File: src/rtl/intr_priority_ctrl.sv
// -----------------------------------------------------------------------------
// intr_priority_ctrl
//   Interrupt controller between sticky error-cause sources and a CPU irq line.
//   Captures per-source pending bits, gates them with per-source enables,
//   picks one eligible source (fixed priority or round-robin) and presents it
//   on a registered irq/irq_id pair, then runs a claim/complete handshake.
//
// Ports
//   clk         in   1      clock, all logic on posedge
//   rst         in   1      asynchronous, active-high reset
//   src_i       in   N_SRC  error causes (level or 1-cycle pulse)
//   en_i        in   N_SRC  per-source enable (gates arbitration only)
//   claim_i     in   1      CPU accepts the presented interrupt
//   complete_i  in   1      CPU finished servicing the claimed interrupt
//   irq_o       out  1      interrupt request (flop)
//   irq_id_o    out  ID_W   presented / claimed source id (flop)
//   pending_o   out  N_SRC  sticky pending register (flop)
//   busy_o      out  1      claimed and not yet completed (flop)
//   state_o     out  2      FSM state for observation: 0=IDLE 1=ASSERT 2=SERVICE
//
// Handshake: while irq_o=1 (ASSERT) the id on irq_id_o is frozen; a 1-cycle
// claim_i pulse accepts it (busy_o rises next cycle). complete_i is a 1-cycle
// pulse accepted only while busy_o=1. claim_i outside ASSERT and complete_i
// outside SERVICE have no effect; both in ASSERT counts as a claim only.
// -----------------------------------------------------------------------------
module intr_priority_ctrl #(
   parameter int N_SRC       = 8,
   parameter int ID_W        = 3,
   parameter int ROUND_ROBIN = 0
) (
   input  logic             clk,
   input  logic             rst,
   input  logic [N_SRC-1:0] src_i,
   input  logic [N_SRC-1:0] en_i,
   input  logic             claim_i,
   input  logic             complete_i,
   output logic             irq_o,
   output logic [ID_W-1:0]  irq_id_o,
   output logic [N_SRC-1:0] pending_o,
   output logic             busy_o,
   output logic [1:0]       state_o
);

   typedef enum logic [1:0] {
      IDLE    = 2'd0,
      ASSERT  = 2'd1,
      SERVICE = 2'd2
   } state_t;

   state_t            state;
   logic [ID_W-1:0]   rr_ptr;
   logic [N_SRC-1:0]  elig;
   logic [N_SRC-1:0]  clr_mask;
   logic [ID_W-1:0]   start;
   logic [ID_W:0]     idx;
   logic [ID_W-1:0]   arb_id;
   logic              any_elig;

   assign state_o  = state;
   assign elig     = pending_o & en_i;
   assign any_elig = |elig;

   // Search origin: 0 for fixed priority, one past the last claimed id for
   // round-robin (wrapping at N_SRC, which need not be a power of two).
   always_comb begin
      start = '0;
      if (ROUND_ROBIN != 0) begin
         if (rr_ptr == ID_W'(N_SRC - 1)) start = '0;
         else                            start = rr_ptr + 1'b1;
      end
   end

   // Walk offsets from the far end toward the origin so the candidate closest
   // to the origin is the last one written and therefore wins.
   always_comb begin
      arb_id = '0;
      idx    = '0;
      for (int off = N_SRC - 1; off >= 0; off--) begin
         idx = {1'b0, start} + (ID_W + 1)'(off);
         if (idx >= (ID_W + 1)'(N_SRC)) idx = idx - (ID_W + 1)'(N_SRC);
         if (elig[idx[ID_W-1:0]]) arb_id = idx[ID_W-1:0];
      end
   end

   // Only an accepted claim clears a pending bit; src_i is OR-ed in after the
   // clear so a new event in the claim cycle is not lost.
   always_comb begin
      clr_mask = '0;
      if (state == ASSERT && claim_i) clr_mask[irq_id_o] = 1'b1;
   end

   always_ff @(posedge clk or posedge rst) begin
      if (rst) begin
         state     <= IDLE;
         irq_o     <= 1'b0;
         irq_id_o  <= '0;
         busy_o    <= 1'b0;
         pending_o <= '0;
         rr_ptr    <= ID_W'(N_SRC - 1);
      end else begin
         pending_o <= (pending_o & ~clr_mask) | src_i;
         case (state)
            IDLE: begin
               if (any_elig) begin
                  irq_id_o <= arb_id;
                  irq_o    <= 1'b1;
                  state    <= ASSERT;
               end
            end
            ASSERT: begin
               if (claim_i) begin
                  irq_o  <= 1'b0;
                  busy_o <= 1'b1;
                  rr_ptr <= irq_id_o;
                  state  <= SERVICE;
               end else if (!en_i[irq_id_o]) begin
                  // Source masked while presented: withdraw, keep it pending.
                  irq_o <= 1'b0;
                  state <= IDLE;
               end
            end
            SERVICE: begin
               if (complete_i) begin
                  busy_o <= 1'b0;
                  state  <= IDLE;
               end
            end
            default: begin
               irq_o  <= 1'b0;
               busy_o <= 1'b0;
               state  <= IDLE;
            end
         endcase
      end
   end

endmodule
File: config.mk
export PLATFORM = sky130hd
export DESIGN_NAME = intr_priority_ctrl
export DESIGN_NICKNAME = d
export VERILOG_FILES = /design/src/rtl/intr_priority_ctrl.sv
export SDC_FILE = /design/constraint.sdc
export NUM_CORES = 1
export LEC_CHECK = 0
export CAP_MARGIN = 10
export CORE_MARGIN = 3
export CORE_UTILIZATION = 37
export CTS_BUF_LIST = sky130_fd_sc_hd__clkbuf_16
export DETAILED_ROUTE_END_ITERATION = 6
export PLACE_DENSITY = 0.79
export SYNTH_ARGS = -nofsm -noshare
export SYNTH_HDL_FRONTEND = slang
export SYNTH_SLANG_ARGS = --single-unit
File: constraint.sdc
create_clock -name clk -period 1.5 [get_ports clk]
set_input_delay 0.375 -clock clk [delete_from_list [all_inputs] [get_ports clk]]
set_output_delay 0.375 -clock clk [all_outputs]
set_load 0.01 [all_outputs]
==> out/metrics.yaml, run 1 <==
avgRoutedWirePerCell_um: 16.0
skew_ns: 0.00140
finalSetupViolCount: 0
max-cap-violations: 0
ir_drop_v: 0.000920
placed_area_um2: 1290
rows: 16
status: "complete, no violations"
synth_top_area_share_pct: 45.4
relSlewSlack_pct: 80.2
vias: 904
grt_max_degree: 16
core_area_um2: 2040
worst_pin_slew_ns: 0.297
synth.avg_cell_area_um2: 9.29
rrSetupSlack_ns: 0.01
synth_warnings: 0
antenna_found_initial: 0
clk_latency_ns: 0.24
crit_path_cell_trace: "nand3b_4, or2_4, or3b_1, a21o_1"
die_w_um: 53.3
seqPwrFrac_pct: 28.1
dieArea_um2: 2840
grt_pass1_wl_um: 4110
rsz0062_at_grt: "true"
synthToLayoutAreaGrowth_pct: 68.7
nNetsFinal: 160
grtUsageMet1_pct: 26.0
synthCells: 89
drive_gt1_share_pct: 20.9
synthesis.nets: 109
die_h_um: 53.3
cts_buffer_depth: 2
clk_pin_slew_worst_paths_ns: 0.05
timing.hold.ws_ns: 0.431
post_cts_buffers: 0
ys_seq_area_share_pct: 45.4
wirelength_um: 2660
grt_pass1_vias: 895
cts_tree: "done"
drc: 0
synthTopCellsByArea: "dfrtp_1, nand2_1, mux2i_1"
p_per_area_nw_per_um2: 1590
leakage_uw: 0.000599
grt_use_met2_pct: 33.7
ioPinCount: 35
ctsHoldBuffers: 0
power.switching_uw: 810
synth_cell_types: 26
cts_made_buffers: 3
initial_core_util_pct: 40.5
timing.fmax_ghz: 0.673
critical_path_class: "reg2reg"
p_clk_share_pct: 23.5
hold_path.class: "in2async"
cts_sinks: 15
cts_root_buf: "clkbuf_16"
fin_crit_sh_pct: 99.1
ys_seq_elements: 15
crit_arrival_ns: 1.62
top_usage_layer: "met2"
hold_violations: 0
gp_congestion: 0.812
drtPass1Iterations: 5
final_area_um2: 1400
utilization_pct: 68.3
grt_use_met3_pct: 3.10
slowest_delay_ns: 0.42
intPower_uw: 1420
p_sw_share_pct: 36.4
htree_levels: 1
yosysTopAreaCell: "dfrtp_1"
avgViaCountPerCell: 5.45
startpoint_type: "flip-flop"
gr-total-overflow: 0
io_buffers: 34
crit_path_max_fanout: 2
track_usage_pct: 20.4
synth_area_um2: 827
dp_hpwl_um: 1790
ant_nets: 0
drtIter0Drc: 18
cp_slowest_cell: "dfrtp_2"
slew_violations: 0
fin_crit_ns: 1.49
required_ns: 1.64
worst_setup_path_end_kind: "flip-flop"
p_comb_share_pct: 48.4
insertedDiodeCount: 0
==> metrics by stage <==
stage | setup TNS, ns | setup slack [ns] | power (uW) | cells
final | 0 | 0.0142 | 2220 | 166
after global routing | -0.00708 | -0.00708 | 2350 | 166
after CTS | 0 | 0.000903 | 2170 | 166
after detailed placement | -2.83 | -0.424 | 1680 | 162
after global placement | -2.30 | -0.358 | 1650 | 162
after floorplan | 0 | 0.0125 | 1180 | 89
==> what timing repair did <==
action,in CTS,in global routing
pin swaps,1,3
endpoints found under the setup margin,22,6
gates cloned,0,0
resized for setup,18,7
==> cells in the mapped netlist <==
| library cell | number |
|---|---|
| nor2_1 | 5 |
| inv_1 | 5 |
| or2_4 | 1 |
| mux2i_1 | 4 |
| buf_2 | 1 |
| nand4_1 | 1 |
| buf_4 | 1 |
| a21oi_1 | 7 |
| clkbuf_1 | 1 |
| or3b_1 | 1 |
| a31oi_1 | 1 |
| nand3b_4 | 1 |
| o211ai_1 | 1 |
| nand3b_1 | 1 |
| a41o_1 | 1 |
| a32oi_1 | 2 |
| o21ai_0 | 7 |
| nand2_1 | 13 |
| a22oi_1 | 4 |
| a21o_1 | 4 |
| nand3_1 | 1 |
| buf_6 | 1 |
| o32ai_1 | 2 |
| nand2b_1 | 6 |
| o31ai_1 | 2 |
| dfrtp_1 | 15 |
==> area by class of cell <==
class                      count  area, um2
clock inverter                 1       5.00
multi-input combinational     65        435
sequential                    15        378
inverter                       5       18.8
tap                           27       33.8
fill                         168        647
clock buffer                   3       75.1
timing repair buffer          50        449
==> power groups by stage <==
stage               clock network, uW  logic, uW  registers (uW)
finish                            523       1080             625
global route                      549       1160             639
CTS                               524       1020             625
detailed placement                  0       1060             620
global placement                    0       1040             612
floorplan                           0        520             664
==> kinds of logic after synthesis <==
group                  synth area share (%)
AOI/OAI and AO/OA                      24.7
buffers and inverters                  5.60
DFF                                    45.4
muxes                                  4.84
and+or+nand+nor                        19.5
==> worst max-delay path: cells and delay by family (launching register included) <==
family	cells	cell delay (ns)
DFF	1	0.42
AOI/OAI and AO/OA	1	0.19
and+or+nand+nor	3	0.77
==> routing by layer <==
layer	wire (um)	vias to the layer above	share of wire, %
met1	1100	421	41
met2	1330	52	50
li1	-	425	-
met5	0	-	0
met3	181	6	6.8
met4	47	0	1.8
==> cell usage in the layout (no fill, tap or decap) <==
cell type,synthesis,routed
a21oi_1,7,7
nand2b_1,6,6
nand3_1,1,1
nor2_1,5,5
nand2_1,13,13
a41o_1,1,1
dfrtp_1,15,13
dlymetal6s2s_1,0,2
o31ai_1,2,2
dlygate4sd2_1,0,13
nand3b_1,1,1
a21o_1,4,4
o21ai_0,7,5
clkbuf_16,0,3
or2_4,1,1
a31oi_1,1,1
a22oi_2,0,3
clkinv_2,0,1
a22oi_1,4,1
a32oi_1,2,2
clkdlybuf4s15_1,0,1
nand4_1,1,1
or3b_1,1,1
buf_4,1,16
o21ai_1,0,2
inv_1,5,5
nand3b_4,1,1
o32ai_2,0,2
mux2i_1,4,4
dfrtp_2,0,2
clkdlybuf4s50_1,0,18
o211ai_1,1,1
==> flip-flops by register name, indices dropped and copies added, names as in the netlist <==
register and flops:
irq_id_o 3, state_o 2, pending_o 8, busy_o 1
irq_o 1
==> worst paths after layout <==
check,from,end,cells after the start
max,state_o[1],pending_o[3],4
min,rst,pending_o[4],3
max reg2reg,state_o[1],pending_o[3],4
min reg2reg,busy_o,busy_o,2
max in group asynchronous,rst,state_o[0],3
min in group clk,busy_o,busy_o,2
(Power assumes the default switching activity.)
==> run 2: changes to the inputs <==
Settings changed: CORE_UTILIZATION 37 to 39, CTS_BUF_LIST sky130_fd_sc_hd__clkbuf_16 to sky130_fd_sc_hd__clkbuf_4, PLACE_DENSITY 0.79 to 0.82.
==> out/metrics.yaml, run 2 (synthesis results as in run 1) <==
fillCellCount: 167
largest_register: "pending_o"
total_power_uw: 1880
drive_gt1_share_pct: 19.0
ctsHoldBuffers: 0
cts_sinks: 15
ir_drop_v: 0.000624
slew_violations: 0
worst_setup_path_end_kind: "output port"
relSlewSlack_pct: 80.3
vias: 891
die_h_um: 52.1
p_per_area_nw_per_um2: 1410
grt_pass1_vias: 905
antenna_found_initial: 0
hold_path.class: "in2async"
slowest_delay_ns: 0.41
ioPinCount: 35
dieArea_um2: 2710
insertedDiodeCount: 0
timing.fmax_ghz: 0.691
startpoint_type: "flip-flop"
grt_max_degree: 16
fin_crit_ns: 1.45
dp_hpwl_um: 1810
track_usage_pct: 18.5
drtIter0Drc: 21
drtPass1Iterations: 5
grt_pass1_wl_um: 3770
cts_buffer_depth: 2
synthToLayoutAreaGrowth_pct: 61.3
drc: 0
clk_pin_slew_worst_paths_ns: 0.09
rsz0062_at_grt: "false"
hold_violations: 0
nNetsFinal: 163
leakage_uw: 0.000570
gp_congestion: 0.839
rows: 16
max-cap-violations: 0
utilization_pct: 67.3
layout_common_cells: "buf_4, clkdlybuf4s50_1, dlygate4sd2_1"
cts_tree: "done"
final_common_cell: "buf_4"
crit_arrival_ns: 1.07
fin_ws_ns: 0.0522
cts_made_buffers: 3
finalSetupViolCount: 0
crit_path_max_fanout: 6
crit_path_cell_trace: "buf_4, clkdlybuf4s15_1"
skew_ns: 0.00203
io_buffers: 34
gr-total-overflow: 0
required_ns: 1.12
clk_latency_ns: 0.28
initial_core_util_pct: 41.7
largest_reg_flops: 8
fin_crit_sh_pct: 96.5
core_area_um2: 1980
critical_path_class: "reg2out"
wirelength_um: 2300
status: "complete, no violations"
place_ws_ns: -0.397
setup_tns_ns: 0
cp_slowest_cell: "dfrtp_2"
htree_levels: 1
ant_nets: 0
avgRoutedWirePerCell_um: 13.6
avgViaCountPerCell: 5.27
die_w_um: 52.1
cts_root_buf: "clkbuf_4"
worst_pin_slew_ns: 0.294
-- run 2: repair_timing --
item                                    in CTS  in global routing
endpoints found under the setup margin      16                  2
setup buffers                                2                  0
gates resized for setup                     17                  1
pin swaps                                    0                  0
-- run 2: critical path: cells and delay by family (launching register included) --
| family | cells | cell delay, ns |
|---|---|---|
| flops | 1 | 0.41 |
| buf+inv | 2 | 0.37 |
-- run 2: metal layers --
metal  GRT usage (%)  vias to the layer above  wire length (um)
met1            20.6                      404               906
li1                -                      427                 -
met4            6.55                        0                27
met5               0                        -                 0
met3            4.01                        6               184
met2            34.1                       54              1180
-- run 2: cell type report --
cell class                      instances  area, um2  share of cell area, %
Timing Repair Buffer                   53        464                   34.8
Sequential cell                        15        377                   28.2
Inverter                                5       18.8                   1.41
Clock buffer                            4       30.0                   2.25
Multi-Input combinational cell         65        410                   30.8
Tap cell                               27       33.8                   2.53
-- run 2: path summary, 6_finish.rpt --
check	endpoint	slack (ns)	depth (start not counted)	from
worst min-delay path	pending_o[1]	0.38	3	rst
max in group asynchronous	state_o[1]	0.93	3	rst
worst max register to register	pending_o[3]	0.06	4	state_o[1]
worst max-delay path	state_o[1]	0.05	2	state_o[1]
worst min register to register	busy_o	0.52	2	busy_o
min in group clk	busy_o	0.52	2	busy_o
-- run 2: metrics by stage --
| stage | instance area (um2) | instances | hold slack [ns] |
|---|---|---|---|
| 6_report | 1330 | 169 | 0.380 |
| 5_1_grt | 1330 | 169 | 0.417 |
| 4_1_cts | 1330 | 169 | 0.389 |
| 3_5_place_dp | 1300 | 163 | 0.509 |
| 3_3_place_gp | 1300 | 163 | 0.490 |
| 2_1_floorplan | 828 | 89 | 0.276 |
-- run 2: power by group --
part           switching [uW]  internal [uW]  total (uW)
sequential               69.8            522         592
clock                     132            121         253
combinational             515            524        1040
total                     716           1170        1880
